**src/rtl/fp_add_round_pack.sv**
```systemverilog
// Final stage of the dual-path FP adder: path select, round-to-nearest-even, pack, 2-stage pipe.
// Optional status flags (ovf/unf/inx) are built when FP_ADD_STATUS_EN is defined.
module fp_add_round_pack #(
  parameter int SIZE_MANTISSA = 24,
  parameter int SIZE_EXPONENT = 8,
  localparam int SIZE_WORD = 1 + SIZE_EXPONENT + SIZE_MANTISSA - 1
) (
  input  logic                       clk,
  input  logic                       rst,
  input  logic                       in_valid,
  output logic                       in_ready,
  input  logic                       path_close,
  input  logic                       sign,
  input  logic [SIZE_MANTISSA-1:0]   close_m,
  input  logic [SIZE_EXPONENT+1:0]   close_e,
  input  logic [2:0]                 close_grs,
  input  logic [SIZE_MANTISSA-1:0]   far_m,
  input  logic [SIZE_EXPONENT+1:0]   far_e,
  input  logic [2:0]                 far_grs,
  output logic                       out_valid,
  input  logic                       out_ready,
  output logic [SIZE_WORD-1:0]       result
`ifdef FP_ADD_STATUS_EN
  ,
  output logic                       ovf_flag,
  output logic                       unf_flag,
  output logic                       inx_flag
`endif
);

  localparam int EW = SIZE_EXPONENT + 2;
  // One spare bit on top of the input exponent so the carry increment can never wrap.
  localparam logic signed [EW:0] E_MAX  = (EW+1)'((1 << SIZE_EXPONENT) - 1);
  localparam logic signed [EW:0] E_ZERO = '0;
  localparam logic signed [EW:0] E_ONE  = (EW+1)'(1);

  // Valid/ready: a beat moves across a boundary on the edge where the upstream valid and the
  // downstream ready are both high; a stage may load when it is empty or is itself being drained.
  logic adv1, adv2;
  logic s1_valid, s2_valid;

  assign adv2      = !s2_valid || out_ready;
  assign adv1      = !s1_valid || adv2;
  assign in_ready  = adv1;
  assign out_valid = s2_valid;

  logic                      s1_sign;
  logic [SIZE_MANTISSA-1:0]  s1_m;
  logic [EW-1:0]             s1_e;
  logic [2:0]                s1_grs;
  logic                      s1_zero;

  always_ff @(posedge clk) begin
    if (in_valid && adv1) begin
      s1_sign <= sign;
      if (path_close) begin
        s1_m    <= close_m;
        s1_e    <= close_e;
        s1_grs  <= close_grs;
        s1_zero <= (close_m == '0);
      end else begin
        s1_m    <= far_m;
        s1_e    <= far_e;
        s1_grs  <= far_grs;
        s1_zero <= (far_m == '0);
      end
    end
  end

  logic                      inc;
  logic [SIZE_MANTISSA:0]    m_sum;
  logic [SIZE_MANTISSA-2:0]  frac;
  logic signed [EW:0]        e_adj;
  logic                      ovf;
  logic                      unf;
  logic [SIZE_WORD-1:0]      packed_word;

  always_comb begin
    inc   = s1_grs[2] & (s1_grs[1] | s1_grs[0] | s1_m[0]);
    m_sum = {1'b0, s1_m} + {{SIZE_MANTISSA{1'b0}}, inc};
    e_adj = {s1_e[EW-1], s1_e};
    frac  = m_sum[SIZE_MANTISSA-2:0];
    if (m_sum[SIZE_MANTISSA]) begin
      frac  = m_sum[SIZE_MANTISSA-1:1];
      e_adj = e_adj + E_ONE;
    end
    ovf = (e_adj >= E_MAX);
    unf = !ovf && (s1_zero || (e_adj <= E_ZERO));
    if (ovf) begin
      packed_word = {s1_sign, {SIZE_EXPONENT{1'b1}}, {(SIZE_MANTISSA-1){1'b0}}};
    end else if (unf) begin
      packed_word = {s1_sign, {(SIZE_WORD-1){1'b0}}};
    end else begin
      packed_word = {s1_sign, e_adj[SIZE_EXPONENT-1:0], frac};
    end
  end

  always_ff @(posedge clk) begin
    if (rst) begin
      s1_valid <= 1'b0;
      s2_valid <= 1'b0;
      result   <= '0;
    end else begin
      if (adv1) s1_valid <= in_valid;
      if (adv2) begin
        s2_valid <= s1_valid;
        if (s1_valid) result <= packed_word;
      end
    end
  end

`ifdef FP_ADD_STATUS_EN
  always_ff @(posedge clk) begin
    if (rst) begin
      ovf_flag <= 1'b0;
      unf_flag <= 1'b0;
      inx_flag <= 1'b0;
    end else if (adv2 && s1_valid) begin
      ovf_flag <= ovf;
      unf_flag <= unf;
      inx_flag <= (s1_grs != 3'b000) || ovf;
    end
  end
`endif

endmodule

```
**config.mk**
```make
export PLATFORM = sky130hd
export DESIGN_NAME = fp_add_round_pack
export DESIGN_NICKNAME = d
export VERILOG_FILES = /design/src/rtl/fp_add_round_pack.sv
export SDC_FILE = /design/constraint.sdc
export NUM_CORES = 1
export LEC_CHECK = 0
export ABC_AREA = 1
export BUFFER_PORTS_ARGS = -buffer_cell sky130_fd_sc_hd__buf_2
export CAP_MARGIN = 10
export CORE_AREA = 2 2 124 126
export DETAILED_ROUTE_END_ITERATION = 10
export DIE_AREA = 0 0 126 128
export PLACE_DENSITY_LB_ADDON = 0.25
export SKIP_CTS_REPAIR_TIMING = 1
export SKIP_LAST_GASP = 1
export SYNTH_ARGS = -nofsm -noshare
export SYNTH_HDL_FRONTEND = slang
export SYNTH_SLANG_ARGS = --single-unit
export TNS_END_PERCENT = 30
```
**constraint.sdc**
```tcl
create_clock -name clk -period 2.8 [get_ports clk]
set_clock_uncertainty 0.2 [all_clocks]
set_input_delay 0.42 -clock clk [delete_from_list [all_inputs] [get_ports clk]]
set_output_delay 0.42 -clock clk [all_outputs]
set_load 0.02 [all_outputs]
```
==> qor.yml <==
run_status:
  outcome: "finished clean"
min_path:
  hp-class: "in -> reg"
  worstHoldStart: "sign"
  min_to: "s1_sign"
  hold_depth: 1
detailed_routing:
  avgViaCountPerCell: 4.594
  vias: 4153
  drt-wirelength-per-cell_um: 13.24
  drt-initial-drc-count: 188
  drc: 0
  routed_wl_um: 11970
  dr.pass1.iters: 5
  ant_nets: 0
sta:
  hold_viol: 0
  grt_setup_unrepaired: "true"
  fmax_mhz: 375.6
  fin_tns_setup_ns: 0
  worst_pin_slew_ns: 0.7141
  maxSlewViolCount: 0
  period_minus_slack_ns: 2.662
  fin_crit_sh_pct: 95.08
  setup_viol: 0
  slew_headroom_pct: 52.10
final_layout:
  insertedDiodeCount: 0
  area_delta_synth_final_pct: 26.32
  drive_gt1_share_pct: 25.84
  layout.nets: 793
  mostFrequentLayoutCells: "nand2_1, buf_2, inv_1"
  layout_commonest_cell: "nand2_1"
clocking:
  insertion_delay_ns: 0.33
  path_clk_slew_ns: 0.06
  root_buffer: "clkbuf_16"
  htree_levels: 3
  clk_path_buf_depth: 2
  cts_sinks: 73
  cts_buffers: 9
  tritoncts: "yes"
setup_path:
  critPathLaunchType: "flop"
  reg2reg_to: "result[3]"
  worstPathMaxFanout: 7
  worstReg2RegStart: "s1_grs[2]"
  setup.worst_path.end_class: "flop"
  rr_worst_depth: 16
  crit_arrival_ns: 2.73
  worstSetupPathType: "reg -> reg"
  ff2ff_setup_slack_ns: 0.14
  required_ns: 2.86
power_and_ir_drop:
  p_total_mw: 2.719
  vdd_drop_max_mv: 0.2884
  power_density_nw_per_um2: 492.0
  leakage_nw: 2.552
synthesis:
  synthArstFlopShare_pct: 0
  netlist_instances: 594
  ys_seq_area_share_pct: 42.33
  avgSynthCellArea_sq_um: 7.364
  syn_nets: 676
  ys_ff_latch: 73
  synth_edf_count: 39
  ys.flop_type: "edfxtp_1"
  syn_area_sq_um: 4374
  ys_warn_count: 0
  ys_types: 36
placement:
  hpwl_um: 9230
  gp_congestion: 0.8373
  portBuffers: 113
global_route:
  grt_pass1_vias: 3881
  grt_start_max_net_pins: 40
  antenna_found_initial: 0
  grt_pass1_wl_um: 19170
  grtUsageTotal_pct: 14.67
  gr-total-overflow: 0
floorplanning:
  std_cell_rows: 45
  die_w_um: 126
  ios: 114
  core_area_sq_um: 14860
  die_area_sq_um: 16130
  die_h_um: 128
  initial_core_util_pct: 29.43
job:
  maxCapViolCount: 0
per-stage QoR:
stage,hold slack (ns),std cells,cell area [sq um],util (%),setup slack (ns)
after floorplan,0.2751,594,4374,-,0.3837
after global placement,0.2521,878,5094,34.27,0.1182
after detailed placement,0.2534,878,5094,34.27,0.02691
after CTS,0.05900,894,5366,36.10,0.02318
after global routing,0.05685,904,5525,37.17,-0.05209
final,0.07356,904,5525,37.17,0.1379
state kept, by name (all words and copies together) (netlist names):
register	flops
result	32
s1_m	24
s1_e	10
s1_grs	3
out_valid	1
s1_sign	1
s1_valid	1
s1_zero	1
synth_stat cells (7+ instances only):
cell type  instances  area, sq um
inv_1             43        161.4
nor2_1            29        108.9
edfxtp_1          39         1171
nand3_1           26        130.1
a21oi_1           39        195.2
nand2_1          223        837.1
o21ai_0           21        105.1
nor4_1            10        62.56
nand4_1           34        212.7
clkbuf_1          13        48.80
nand2_2            9        56.30
dfxtp_1           34        680.7
xor2_1            14        122.6
nor3_1             7        35.03
how the worst max path moves through the flow:
| stage | cells after the start | slack [ns] | start | end |
|---|---|---|---|---|
| after global routing | 16 | -0.05 | s1_grs[2] | result[3] |
| after CTS | 18 | 0.02 | s1_m[0] | result[8] |
| after floorplan | 19 | 0.38 | s1_m[0] | result[3] |
| after detailed placement | 18 | 0.03 | s1_m[0] | result[8] |
| final | 16 | 0.14 | s1_grs[2] | result[3] |
| after global placement | 15 | 0.12 | s1_m[0] | result[11] |
cell families after synthesis:
group           after synthesis  synth area share (%)
compound gates               69                 8.210
xor+xnor                     20                 4.005
fa+ha+maj                     2                0.5720
buf+inv                      75                 7.837
flops                        73                 42.33
simple gates                355                 37.04
cell type report:
| type | instances | area, sq um |
|---|---|---|
| Clock inverter | 6 | 43.79 |
| Multi-Input combinational cell | 447 | 2255 |
| Tap cell | 188 | 235.2 |
| Inverter | 51 | 206.4 |
| Timing Repair inverter | 2 | 17.52 |
| Fill cell | 1599 | 9339 |
| Sequential cell | 73 | 1852 |
| Clock buffer | 10 | 229.0 |
| Timing Repair Buffer | 127 | 686.9 |
per-layer routing:
metal / vias to the layer above / track usage [%] / wire length [um] / share of wire (%)
li1: 2205 / - / - / -
met1: 1830 / 21.81 / 6129 / 51
met2: 114 / 21.85 / 5115 / 43
met3: 4 / 2.838 / 634 / 5.3
met4: 0 / 3.685 / 91 / 0.76
met5: - / 0 / 0 / 0
worst max-delay path, cell delays in order, from the launching register on:
cell and delay (ns):
edfxtp_1 0.34, nand2_1 0.08, inv_2 0.11, ha_4 0.14, nand2_2 0.07, nor2_4 0.17
nand2_4 0.11, nor2_4 0.17, buf_6 0.14, nand4_2 0.10, o21ai_4 0.18, inv_2 0.06
nor2_4 0.19, nand2_8 0.14, inv_6 0.10, nand4_1 0.12, a21oi_2 0.17
power by group:
group / internal [mW] / switching [mW]
clock network: 0.601 / 0.463
logic: 0.149 / 0.257
registers: 1.19 / 0.0533
total: 1.95 / 0.773
Note: power is estimated with default switching activity, not from simulation.
